### config.mk
export PLATFORM = sky130hd
export DESIGN_NAME = seven_segment_chain_ctrl
export DESIGN_NICKNAME = d
export VERILOG_FILES = /design/src/rtl/seven_segment_chain_ctrl.sv
export SDC_FILE = /design/constraint.sdc
export NUM_CORES = 1
export LEC_CHECK = 0
export ABC_CLOCK_PERIOD_IN_PS = 5600
export CORE_ASPECT_RATIO = 1.1
export CORE_MARGIN = 10
export CORE_UTILIZATION = 64
export DETAILED_ROUTE_END_ITERATION = 7
export PLACE_DENSITY = 0.86
export SYNTH_ARGS = -nofsm -noshare
export SYNTH_HDL_FRONTEND = slang
export SYNTH_SLANG_ARGS = --single-unit
### constraint.sdc
create_clock -name clock -period 5.6 [get_ports clock]
set_input_delay 1.12 -clock clock [delete_from_list [all_inputs] [get_ports clock]]
set_output_delay 1.12 -clock clock [all_outputs]
set_load 0.02 [all_outputs]
### src/rtl/seven_segment_chain_ctrl.sv
// seven_segment_chain_ctrl: Avalon-MM digit register file that decodes one byte
// per digit and serialises the whole segment frame into a daisy chain of
// shift-register display drivers (ser_data / ser_clk / ser_latch).
module seven_segment_chain_ctrl #(
    parameter int unsigned NUM_DIGITS     = 8,
    parameter int unsigned CLK_DIV        = 4,
    parameter bit          ACTIVE_LOW_SEG = 1'b0,
    parameter int unsigned ADDR_W         = 4
) (
    input  logic              clock,
    input  logic              reset,
    input  logic [ADDR_W-1:0] address,
    input  logic              write,
    input  logic              read,
    input  logic [31:0]       writedata,
    input  logic [3:0]        byteenable,
    output logic [31:0]       readdata,
    output logic              ser_data,
    output logic              ser_clk,
    output logic              ser_latch,
    output logic              busy
);

    localparam int unsigned NUM_WORDS  = NUM_DIGITS / 4;
    localparam int unsigned FRAME_BITS = NUM_DIGITS * 8;
    localparam int unsigned BIT_W      = $clog2(FRAME_BITS);
    localparam int unsigned DIV_W      = (CLK_DIV > 1) ? $clog2(CLK_DIV) : 1;

    localparam logic [BIT_W-1:0]  LAST_BIT    = BIT_W'(FRAME_BITS - 1);
    localparam logic [DIV_W-1:0]  DIV_LAST    = DIV_W'(CLK_DIV - 1);
    localparam logic [ADDR_W-1:0] STATUS_ADDR = ADDR_W'(NUM_WORDS);

    typedef enum logic [2:0] {
        IDLE     = 3'd0,
        LOAD     = 3'd1,
        SHIFT_LO = 3'd2,
        SHIFT_HI = 3'd3,
        LATCH    = 3'd4
    } state_t;

    state_t                state_q, state_nxt;
    logic [DIV_W-1:0]      div_q, div_nxt;
    logic [BIT_W-1:0]      bit_q, bit_nxt;
    logic [FRAME_BITS-1:0] shbuf_q;
    logic [FRAME_BITS-1:0] frame_c;
    logic [FRAME_BITS-1:0] src_c;
    logic [7:0]            digit_q [NUM_DIGITS];
    logic                  pending_q;
    logic                  wr_digit_c;
    logic                  div_done_c;
    logic [31:0]           rd_c;
    logic                  ser_data_nxt;
    logic                  ser_clk_nxt;
    logic                  ser_latch_nxt;
    logic                  busy_nxt;

    // Digit byte -> shifted byte {dp,g,f,e,d,c,b,a}, optionally inverted.
    function automatic logic [7:0] encode_digit(input logic [7:0] d);
        logic [6:0] seg;
        logic       dp;
        seg = d[6:0];
        dp  = 1'b0;
        if (d[7]) begin
            dp = d[4];
            case (d[3:0])
                4'h0: seg = 7'h3F;
                4'h1: seg = 7'h06;
                4'h2: seg = 7'h5B;
                4'h3: seg = 7'h4F;
                4'h4: seg = 7'h66;
                4'h5: seg = 7'h6D;
                4'h6: seg = 7'h7D;
                4'h7: seg = 7'h07;
                4'h8: seg = 7'h7F;
                4'h9: seg = 7'h6F;
                4'hA: seg = 7'h77;
                4'hB: seg = 7'h7C;
                4'hC: seg = 7'h39;
                4'hD: seg = 7'h5E;
                4'hE: seg = 7'h79;
                default: seg = 7'h71;
            endcase
        end
        encode_digit = ACTIVE_LOW_SEG ? ~{dp, seg} : {dp, seg};
    endfunction

    assign wr_digit_c = write && (address < STATUS_ADDR) && (byteenable != 4'b0000);

    // Digit register file with per-lane byte enables.
    always_ff @(posedge clock) begin
        if (reset) begin
            for (int d = 0; d < NUM_DIGITS; d++) begin
                digit_q[d] <= 8'h00;
            end
        end else if (write) begin
            for (int w = 0; w < NUM_WORDS; w++) begin
                if (address == ADDR_W'(w)) begin
                    for (int i = 0; i < 4; i++) begin
                        if (byteenable[i]) begin
                            digit_q[4*w+i] <= writedata[8*i +: 8];
                        end
                    end
                end
            end
        end
    end

    // Pending refresh flag; a new write wins over the clear taken in LOAD.
    always_ff @(posedge clock) begin
        if (reset) begin
            pending_q <= 1'b0;
        end else if (wr_digit_c) begin
            pending_q <= 1'b1;
        end else if (state_q == LOAD) begin
            pending_q <= 1'b0;
        end
    end

    // Read mux: digit words, status word, zero elsewhere.
    always_comb begin
        rd_c = 32'h0000_0000;
        if (address == STATUS_ADDR) begin
            rd_c = {30'd0, pending_q, busy};
        end
        for (int w = 0; w < NUM_WORDS; w++) begin
            if (address == ADDR_W'(w)) begin
                rd_c = {digit_q[4*w+3], digit_q[4*w+2], digit_q[4*w+1], digit_q[4*w]};
            end
        end
    end

    // Registered read data, one cycle after the read strobe.
    always_ff @(posedge clock) begin
        if (reset) begin
            readdata <= 32'h0000_0000;
        end else if (read) begin
            readdata <= rd_c;
        end
    end

    // Decoded frame; the highest-index digit occupies the top byte.
    always_comb begin
        frame_c = '0;
        for (int d = 0; d < NUM_DIGITS; d++) begin
            frame_c[8*d +: 8] = encode_digit(digit_q[d]);
        end
    end

    // Next-state, counters and next output values for the serialiser.
    always_comb begin
        state_nxt     = state_q;
        div_nxt       = div_q;
        bit_nxt       = bit_q;
        div_done_c    = (div_q == DIV_LAST);
        src_c         = (state_q == LOAD) ? frame_c : shbuf_q;
        ser_data_nxt  = 1'b0;
        ser_clk_nxt   = 1'b0;
        ser_latch_nxt = 1'b0;
        busy_nxt      = 1'b0;

        case (state_q)
            IDLE: begin
                if (pending_q) begin
                    state_nxt = LOAD;
                end
            end
            LOAD: begin
                state_nxt = SHIFT_LO;
                div_nxt   = '0;
                bit_nxt   = LAST_BIT;
            end
            SHIFT_LO: begin
                if (div_done_c) begin
                    state_nxt = SHIFT_HI;
                    div_nxt   = '0;
                end else begin
                    div_nxt = div_q + 1'b1;
                end
            end
            SHIFT_HI: begin
                if (div_done_c) begin
                    div_nxt = '0;
                    if (bit_q == '0) begin
                        state_nxt = LATCH;
                    end else begin
                        bit_nxt   = bit_q - 1'b1;
                        state_nxt = SHIFT_LO;
                    end
                end else begin
                    div_nxt = div_q + 1'b1;
                end
            end
            LATCH: begin
                if (div_done_c) begin
                    state_nxt = IDLE;
                    div_nxt   = '0;
                end else begin
                    div_nxt = div_q + 1'b1;
                end
            end
            default: begin
                state_nxt = IDLE;
                div_nxt   = '0;
            end
        endcase

        busy_nxt      = (state_nxt != IDLE);
        ser_clk_nxt   = (state_nxt == SHIFT_HI);
        ser_latch_nxt = (state_nxt == LATCH);
        if ((state_nxt == SHIFT_LO) || (state_nxt == SHIFT_HI)) begin
            ser_data_nxt = src_c[bit_nxt];
        end
    end

    // State register, counters, snapshot buffer and registered chain outputs.
    always_ff @(posedge clock) begin
        if (reset) begin
            state_q   <= IDLE;
            div_q     <= '0;
            bit_q     <= '0;
            shbuf_q   <= '0;
            ser_data  <= 1'b0;
            ser_clk   <= 1'b0;
            ser_latch <= 1'b0;
            busy      <= 1'b0;
        end else begin
            state_q   <= state_nxt;
            div_q     <= div_nxt;
            bit_q     <= bit_nxt;
            if (state_q == LOAD) begin
                shbuf_q <= frame_c;
            end
            ser_data  <= ser_data_nxt;
            ser_clk   <= ser_clk_nxt;
            ser_latch <= ser_latch_nxt;
            busy      <= busy_nxt;
        end
    end

endmodule
Word-level counts from Yosys, hierarchy flattened
Memory sizes are Yosys's and may differ from the RTL's. Cells that the tools add are included. Widths: inputs -> output; s select.

Memory bits (read-only): 896. Register bits after elaboration: 112. Memories kept: 9. Logic and storage cells: 134. Bits of input ports: 44. Output and inout port bits: 36. RAM bits: 64.

$lt $le $gt $ge: 2. Reductions and logical operators: 11. Multiplexer cells: 81. Bitwise logic cells: 9. Equality and inequality tests: 10. Add/subtract/negate cells: 2.

Memories: (no name shown) (words 16, width 7, read ports 1, clocked after Yosys merged registers in 0, wr ports 0, line 65) `case (d[3:0])`; (no name shown) (words 16, width 7, read ports 1, clocked after Yosys merged registers in 0, wr ports 0, line 65); (no name shown) (words 16, width 7, read ports 1, clocked after Yosys merged registers in 0, wr ports 0, line 65); (no name shown) (words 16, width 7, read ports 1, clocked after Yosys merged registers in 0, wr ports 0, line 65); (no name shown) (words 16, width 7, read ports 1, clocked after Yosys merged registers in 0, wr ports 0, line 65); (no name shown) (words 16, width 7, read ports 1, clocked after Yosys merged registers in 0, wr ports 0, line 65); +3 memories.

Operators by type and width (count): $mux 32 (2); $mux 64 (1); $mux 8 (8); $mux 7 (8); $mux 1 (49); $mux 3 (5); $pmux 3 s5 (1); $eq 3x2->1 const B (4); $mux 6 (2); $pmux 6 s2 (1); $or 1x1->1 (8); $lt 6x7->1 const B (1); $bmux 1 s6 (1); $eq 3x3->1 const B (2); $logic_not 6->1 (1); $sub 6x1->6 const B (1); $eq 4x1->1 const B (1); $eq 4x2->1 const B (1); $logic_not 4->1 (1); $lt 4x2->1 const B (1); $mux 2 (2); $pmux 2 s2 (1); $reduce_bool 4->1 (1); $eq 3x1->1 const B (1); 10 further kinds (11).

Longest topological paths before layout
Gate-level depths: netlist of the first run.

Depth after elaboration: 8. Gate-level depth with buffers: 14. Mapped depth without buffers: 11.

Least setup slack after synthesis of the first run
Ideal clock, no wire load.

Path kind: register -> register. Start point: reg bit_q[0]. End point: reg ser_data. Data required time: 5.466 ns. Path buffers: 1. Cell stages (with the launch flop): 12. Arrival time: 2.755 ns. Path slack: 2.711 ns. Period minus slack after synthesis: 2.889 ns. Setup time: 0.134 ns. Cell sequence: dfxtp_1 -> inv_1 -> ha_1 -> nor2b_1 -> a2111oi_2 -> a211o_1 -> buf_4 -> mux4_2 -> mux2_2 -> o211a_1 -> a22oi_1 -> o221ai_1.

Cells in the longest elaborated chain, start to end: 8. Elaborated cells between the ends (all ways): 15. Classes of those cells: 1 x add/sub; 2 x eq/ne; 8 x mux; 1 x bitwise; 3 x reduce/logical.

Ends and longest elaborated chain: from (decl) (line 43) `logic [BIT_W-1:0] bit_q, bit_nxt;`; from (signal assigned) (line 229) `bit_q <= bit_nxt;`; parallel branches: the longest is 8 deep, another holds $sub 6x1->6; to (signal assigned) (line 233) `ser_data <= ser_data_nxt;`; to (decl) (line 18) `output logic ser_data,`.

Several ways; the timed one is not identified. The select of a mux whose other input is x is not followed. A chain may end at the register's enable or synchronous reset.

Worst setup path in the final report of the first run
Ends and elaborated chain as after synthesis.

==> run summary, run 1 <==
- **count of state elements after synthesis** 176
- **via count of the first global-routing pass** 8215
- **M1 wire length** 10.9 mm
- **unrepaired setup endpoints after global routing** false
- **ports placed on the boundary** 80
- **post-route cell area** 0.0117 mm^2
- **slowest cell delay on critical path** 0.58 ns
- **parity-gate share of the synthesized area counting xor and xnor cells** 0.424%
- **initial core utilization** 65.4%
- **synth unique cells** 70
- **leakage power figure** 4.36 nW
- **most instantiated library cell after synthesis** sky130_fd_sc_hd__dfxtp_1
- **power density relative to cell area** 251 mW/mm^2
- **maximum fanout count along the critical path** 11
- **most area-consuming cells after synthesis** sky130_fd_sc_hd__dfxtp_1, sky130_fd_sc_hd__edfxtp_1, sky130_fd_sc_hd__ha_1, sky130_fd_sc_hd__a21oi_1, sky130_fd_sc_hd__nand2b_1
- **launch point of the worst path** bit_q[0]
- **outcome** complete, no violations
- **normalized max-slew margin** 28.6%
- **Area growth syn-to-layout** 12.8%
- **root buffer cell** sky130_fd_sc_hd__clkbuf_16
- **Critical Path, Cell by Cell** inv_1, ha_1, nor2b_1, a2111oi_2, a211o_1, mux4_2, mux2_2, o211a_1, a22oi_1, o221ai_1
- **Post-synth top flop** sky130_fd_sc_hd__dfxtp_1
- **buffer depth of the longest clock path** 2
- **aggregate global-route resource usage** 23.0%
- **number of buffers inserted by port buffering** 79
- **data arrival time of the critical path** 3.66 ns
- **GRT Residual Overflow** 0
- **Worst EP required** 5.91 ns
- **class of the tightest hold or removal check** register to register
- **crit start category** register
- **Reg clk slew, reported paths** 0.07 ns
- **kind of critical path** register to register
- **Avg Inst Size Synth** 8.85 um^2
- **global-route wire length before repair** 41.2 mm
- **multiplexer share of the synthesized area** 5.63%
- **synthesized area** 0.0103 mm^2
- **dominant combinational cell family by area after synthesis** simple AND/OR/NAND/NOR gates
- **slowest stage cell, crit path** sky130_fd_sc_hd__mux4_2
- **leading post-synthesis cells by instance count** sky130_fd_sc_hd__dfxtp_1, sky130_fd_sc_hd__a21oi_1, sky130_fd_sc_hd__nand2_1, sky130_fd_sc_hd__nor2_1, sky130_fd_sc_hd__clkbuf_1
- **fraction of the cycle the final worst path needs** 59.8%
- **number of instances in the synthesized netlist** 1168
- **Vert. Die Dim** 153 um
- **highest metal layer with signal wires** met4
- **number of setup buffers added after CTS** 0
- **count of unresolved DRC violations after routing** 0
- **post-layout net count** 1290
- **Final setup viols** 0
- **top cell type by total area after synthesis** sky130_fd_sc_hd__dfxtp_1
- **post-synth top area share** 21.7%
- **routed wire length per instance** 18.1 um
- **actual slew at the worst max-slew pin** 1.07 ns
- **row cnt** 48
- **max-slew violation count** 0
- **initial antenna violation count** 0
- **share of final-layout standard cells stronger than drive strength 1** 7.16%
- **post-route non-filler standard cell count** 1401
- **setup TNS after final layout** 0 ns
- **number of synthesized flops with an enable pin** 64
- **worst-case setup slack after placement** 1.91 ns
- **share of the synthesized area in compound gates (AO/OA/AOI/OAI)** 19.3%
- **hold-fix buffers at CTS** 0
- **HPWL reported at the end of detailed placement** 17.2 mm
- **WL met2** 12.5 mm
- **Maximum Capacitance Violations** 0
- **Buf+Inv Stages, Crit Path** 1
- **average vias per placed instance** 6.19
- **clk_skew** 0.0101 ns
- **post-synthesis share of cell area spent on and, or, nand and nor gates** 22.7%
- **kind of capture point of the worst setup path** register
- **final WL** 25.4 mm
- **Post-Synth Adder-Cell Area** 7.02%
- **die footprint** 0.0216 mm^2
- **highest clock frequency the design can meet** 299 MHz
- **CTS tree** yes
- **Starting DRT DRC Count** 993
- **Vias** 8669
- **final count of hold timing violations** 0
- **cts repair resizes** 0
- **maximum number of pins on one net before global-route repair** 82
- **syn_nets** 1270
- **share of flip-flops with an asynchronous set or reset** 0%
- **PnR worst setup slack** 2.25 ns
- **number of H-tree branching levels** 4
- **drt pass-1 iters** 5
- **hold path start** readdata[18]
- **Placed Cells incl. Taps** 1369
- **diode count** 0
- **wire length on met3** 1.42 mm
- **final weighted congestion of routability-driven global placement** 0.904
- **area after detailed placement** 0.0111 mm^2
- **total number of yosys warnings** 0
- **post-layout minimum cycle time** 3.35 ns
- **origin of the critical flop-to-flop path** bit_q[0]
- **worst vdd ir** 0.210 mV
- **number of clock sinks** 176
- **antenna viol nets, final** 0
- **clk_lat worst skew** 0.43 ns
- **kind of cell adding the most delay to the critical path** compound AO/OA/AOI/OAI gates
- **post-synthesis sequential area ratio** 40.3%
- **chip width** 141 um
- **placeable core area** 0.0158 mm^2
- **TritonCTS buffer count** 17
-- logic make-up after synthesis --
group	count (synthesis)
buffers and inverters	122
flip-flops	176
XOR/XNOR	5
adder cells (fa/ha/maj)	58
AND/OR/NAND/NOR	448
multiplexers	52
AO/OA/AOI/OAI	307
-- path summary, 6_finish.rpt --
check | to | slack (ns) | depth (start not counted)
max | ser_data | 2.25 | 10
min | readdata[18] | 0.47 | 2
max reg2reg | ser_data | 2.25 | 10
min reg2reg | readdata[18] | 0.47 | 2
-- state kept, by name, summed over array words and instances, names as in the netlist --
register	flops
ser_data	1
pending_q	1
digit_q	64
busy	1
state_q	3
ser_clk	1
ser_latch	1
bit_q	6
readdata	32
shbuf_q	64
div_q	2
-- final cells by class --
| class | count | area (um^2) |
|---|---|---|
| clock buffer | 22 | 485 |
| sequential | 176 | 4160 |
| clock inverter | 10 | 77.6 |
| multi-input combinational | 870 | 5710 |
| fill | 1151 | 4140 |
| inverter | 35 | 131 |
| timing repair buffer | 88 | 846 |
| tap | 200 | 250 |
-- layout by cell type (no fill, tap or decap), types with 8 or more instances in the layout --
master,count
sky130_fd_sc_hd__a211oi_1,14
sky130_fd_sc_hd__a21o_1,12
sky130_fd_sc_hd__a21oi_1,95
sky130_fd_sc_hd__a311o_1,8
sky130_fd_sc_hd__a311oi_1,12
sky130_fd_sc_hd__a31oi_1,19
sky130_fd_sc_hd__and2_1,35
sky130_fd_sc_hd__and3_1,24
sky130_fd_sc_hd__buf_4,10
sky130_fd_sc_hd__clkbuf_16,18
sky130_fd_sc_hd__clkdlybuf4s50_1,76
sky130_fd_sc_hd__dfxtp_1,112
sky130_fd_sc_hd__edfxtp_1,64
sky130_fd_sc_hd__ha_1,58
sky130_fd_sc_hd__inv_1,34
sky130_fd_sc_hd__mux2_2,29
sky130_fd_sc_hd__mux2i_1,21
sky130_fd_sc_hd__nand2_1,84
sky130_fd_sc_hd__nand2b_1,66
sky130_fd_sc_hd__nand3_1,48
sky130_fd_sc_hd__nand3b_1,9
sky130_fd_sc_hd__nor2_1,84
sky130_fd_sc_hd__nor2b_1,66
sky130_fd_sc_hd__nor3_1,11
sky130_fd_sc_hd__o211ai_1,15
sky130_fd_sc_hd__o21a_1,12
sky130_fd_sc_hd__o21ai_0,56
sky130_fd_sc_hd__o31ai_1,11
-- layer usage --
metal | global-route usage [%] | up-vias
met5 | 0 | -
met4 | 7.82 | 0
met3 | 4.52 | 42
met2 | 37.5 | 302
met1 | 29.6 | 4123
li1 | - | 4202
-- power breakdown --
part | internal [mW] | total, mW | switching, mW
clock | 0.622 | 1.12 | 0.500
sequential | 1.37 | 1.44 | 0.0726
combinational | 0.163 | 0.366 | 0.203
-- metrics by stage --
stage	utilization, %	hold slack [ns]	power, mW
detailed placement	70.3	0.460	1.83
global route	73.8	0.490	3.04
global placement	70.3	0.448	1.82
finish	73.8	0.468	2.93
CTS	73.8	0.471	2.93
floorplan	-	0.440	1.71
-- worst register-to-register path: stages, from the launching register on --
cell and delay (ns):
sky130_fd_sc_hd__dfxtp_1 0.37, sky130_fd_sc_hd__inv_1 0.09, sky130_fd_sc_hd__ha_1 0.23, sky130_fd_sc_hd__nor2b_1 0.19, sky130_fd_sc_hd__a2111oi_2 0.46, sky130_fd_sc_hd__a211o_1 0.48, sky130_fd_sc_hd__mux4_2 0.58, sky130_fd_sc_hd__mux2_2 0.28
sky130_fd_sc_hd__o211a_1 0.22, sky130_fd_sc_hd__a22oi_1 0.19, sky130_fd_sc_hd__o221ai_1 0.13
Note: power is estimated with default switching activity, not from simulation.
==> run 2: changes to the inputs <==
--- a/config.mk
+++ b/config.mk
@@ -5,12 +5,12 @@
 export SDC_FILE = /design/constraint.sdc
 export NUM_CORES = 1
 export LEC_CHECK = 0
-export ABC_CLOCK_PERIOD_IN_PS = 5600
+export ABC_CLOCK_PERIOD_IN_PS = 3300
 export CORE_ASPECT_RATIO = 1.1
 export CORE_MARGIN = 10
-export CORE_UTILIZATION = 64
+export CORE_UTILIZATION = 59
 export DETAILED_ROUTE_END_ITERATION = 7
-export PLACE_DENSITY = 0.86
+export PLACE_DENSITY = 0.8
 export SYNTH_ARGS = -nofsm -noshare
 export SYNTH_HDL_FRONTEND = slang
 export SYNTH_SLANG_ARGS = --single-unit
==> constraint.sdc (replaced) <==
create_clock -name clock -period 3.3 [get_ports clock]
set_input_delay 0.66 -clock clock [delete_from_list [all_inputs] [get_ports clock]]
set_output_delay 0.66 -clock clock [all_outputs]
set_load 0.02 [all_outputs]
==> run summary, run 2 (synthesized netlist as in run 1, its figures left out) <==
- **outcome** complete, no violations, unchanged
- **initial core utilization** 60.3%, was 65.4%
- **buffer depth of the longest clock path** 2, unchanged
- **number of buffers inserted by port buffering** 79, unchanged
- **Worst EP required** 3.66 ns, was 5.91 ns
- **number of H-tree branching levels** 4, unchanged
- **most common library cell in the layout ignoring fill and taps** sky130_fd_sc_hd__dfxtp_1, unchanged
- **die footprint** 0.0232 mm^2, was 0.0216 mm^2
- **global-route wire length before repair** 40.9 mm, was 41.2 mm
- **Reg clk slew, reported paths** 0.07 ns, about the same
- **hold path start** readdata[11], was readdata[18]
- **number of clock sinks** 176, unchanged
- **origin of the critical flop-to-flop path** bit_q[0], unchanged
- **final weighted congestion of routability-driven global placement** 0.903, was 0.904
- **initial antenna violation count** 0, unchanged
- **kind of capture point of the worst setup path** register, unchanged
- **max-slew violation count** 0, unchanged
- **Area growth syn-to-layout** 14.7%, was 12.8%
- **Maximum Capacitance Violations** 0, unchanged
- **maximum number of pins on one net before global-route repair** 65, was 82
- **number of setup buffers added after CTS** 0, unchanged
- **worst vdd ir** 0.374 mV, was 0.210 mV
- **crit start category** register, unchanged
- **post-layout minimum cycle time** 3.10 ns, was 3.35 ns
- **GRT Residual Overflow** 0, unchanged
- **maximum fanout count along the critical path** 8, was 11
- **CTS tree** yes, unchanged
- **power density relative to cell area** 433 mW/mm^2, was 251 mW/mm^2
- **class of the tightest hold or removal check** register to register, unchanged
- **share of final-layout standard cells stronger than drive strength 1** 8.57%, was 7.16%
- **routed wire length per instance** 17.3 um, was 18.1 um
- **actual slew at the worst max-slew pin** 1.01 ns, was 1.07 ns
- **hold-fix buffers at CTS** 0, unchanged
- **average vias per placed instance** 5.92, was 6.19
- **largest registers in the final layout** digit_q: 64 flops, shbuf_q: 64 flops, readdata: 32 flops, unchanged
- **post-layout net count** 1303, was 1290
- **via count of the first global-routing pass** 8031, was 8215
- **fraction of the cycle the final worst path needs** 94.1%, was 59.8%
- **worst reg2reg setup slack** 0.20 ns, was 2.25 ns
- **kind of critical path** register to register, unchanged
- **Vert. Die Dim** 159 um, was 153 um
- **TritonCTS buffer count** 17, unchanged
- **chip width** 146 um, was 141 um
- **leakage power figure** 4.45 nW, was 4.36 nW
- **Hold Path Depth** 2, unchanged
- **clk_lat worst skew** 0.44 ns, was 0.43 ns
- **unrepaired setup endpoints after global routing** false, unchanged
- **Final Hold Slack** 0.470 ns, was 0.468 ns
- **clk_skew** 0.00909 ns, was 0.0101 ns
- **Starting DRT DRC Count** 742, was 993
- **post-route cell area** 0.0119 mm^2, was 0.0117 mm^2
- **aggregate global-route resource usage** 21.0%, was 23.0%
- **final count of hold timing violations** 0, unchanged
- **commonest cells after routing, fill and taps aside** sky130_fd_sc_hd__dfxtp_1, sky130_fd_sc_hd__a21oi_1, sky130_fd_sc_hd__nand2_1, sky130_fd_sc_hd__nor2_1, sky130_fd_sc_hd__clkdlybuf4s50_1, unchanged
- **antenna viol nets, final** 0, unchanged
- **end of the worst register-to-register path** ser_data, unchanged
- **ports placed on the boundary** 80, unchanged
- **normalized max-slew margin** 32.4%, was 28.6%
- **data arrival time of the critical path** 3.46 ns, was 3.66 ns
- **worst min-delay path endpoint** readdata[11], was readdata[18]
- **placeable core area** 0.0171 mm^2, was 0.0158 mm^2
- **Vias** 8574, was 8669
- **number of cell instances on the worst register-to-register path** 12, was 10
- **HPWL reported at the end of detailed placement** 18.0 mm, was 17.2 mm
- **row cnt** 50, was 48
- **highest clock frequency the design can meet** 322 MHz, was 299 MHz
- **area after detailed placement** 0.0112 mm^2, was 0.0111 mm^2
- **final WL** 25.1 mm, was 25.4 mm
- **root buffer cell** sky130_fd_sc_hd__clkbuf_16, unchanged
- **diode count** 0, unchanged
- **setup TNS after final layout** 0 ns, unchanged
- **drt pass-1 iters** 5, unchanged
- **Final setup viols** 0, unchanged
- **count of unresolved DRC violations after routing** 0, unchanged
==> run 2: cell types whose count changed in the layout (fill, tap and decap cells not counted), moves of 2 or more <==
cell / delta
sky130_fd_sc_hd__bufinv_16: +2
sky130_fd_sc_hd__clkinv_2: +3
sky130_fd_sc_hd__clkinv_4: -2
sky130_fd_sc_hd__buf_4: +12
sky130_fd_sc_hd__clkbuf_8: -2
sky130_fd_sc_hd__clkbuf_1: -2
==> run 2: layout make-up <==
cell class | instances | area [um^2]
inverter | 35 | 131
timing repair buffer | 101 | 956
sequential | 176 | 4160
tap | 234 | 293
clock inverter | 14 | 153
fill | 1377 | 5290
multi-input combinational | 870 | 5710
clock buffer | 18 | 450
==> run 2: worst max-delay path, cell delays in order (launching register included) <==
cell,delay (ns)
sky130_fd_sc_hd__dfxtp_1,0.37
sky130_fd_sc_hd__inv_1,0.10
sky130_fd_sc_hd__ha_1,0.23
sky130_fd_sc_hd__nor2b_1,0.18
sky130_fd_sc_hd__a31o_1,0.25
sky130_fd_sc_hd__a211o_2,0.42
sky130_fd_sc_hd__buf_4,0.20
sky130_fd_sc_hd__a211o_1,0.23
sky130_fd_sc_hd__a32o_1,0.25
sky130_fd_sc_hd__a221o_1,0.28
sky130_fd_sc_hd__a211oi_2,0.25
sky130_fd_sc_hd__a22oi_1,0.10
sky130_fd_sc_hd__o221ai_1,0.17
==> run 2: metal layers <==
metal	track usage, %	wire, um	vias up	part of all wire (%)
met2	33.4	12000	233	48
li1	-	-	4222	-
met3	4.29	1440	34	5.7
met4	7.42	556	0	2.2
met5	0	0	-	0
met1	27.9	11000	4085	44
==> run 2: repair_timing <==
item	4_1_cts	5_1_grt
gates resized for setup	0	2
hold endpoints to repair	0	0
setup endpoints to repair	0	1
==> run 2: worst max-delay path by stage <==
stage	endpoint	start	cells after the start	slack (ns)
detailed placement	ser_data	bit_q[0]	11	0.13
global placement	ser_data	bit_q[0]	11	0.21
CTS	ser_data	bit_q[0]	11	0.1
finish	ser_data	bit_q[0]	12	0.20
floorplan	ser_data	bit_q[0]	11	0.41
global route	ser_data	bit_q[0]	12	0.002
==> run 2: stage by stage <==
stage	utilization, %	total power [mW]	cells	setup WS [ns]
after floorplan	-	2.90	1168	0.411
after global placement	65.6	3.10	1416	0.207
after detailed placement	65.6	3.11	1416	0.127
after CTS	69.1	5.14	1448	0.0958
after global routing	69.2	5.33	1448	0.00169
final	69.2	5.13	1448	0.195
==> run 2: where the power goes <==
part | total, mW | switching, mW | leakage [nW] | internal [mW]
sequential | 2.45 | 0.120 | 1.52 | 2.33
clock | 2.06 | 0.888 | 0.290 | 1.17
combinational | 0.627 | 0.344 | 2.64 | 0.282
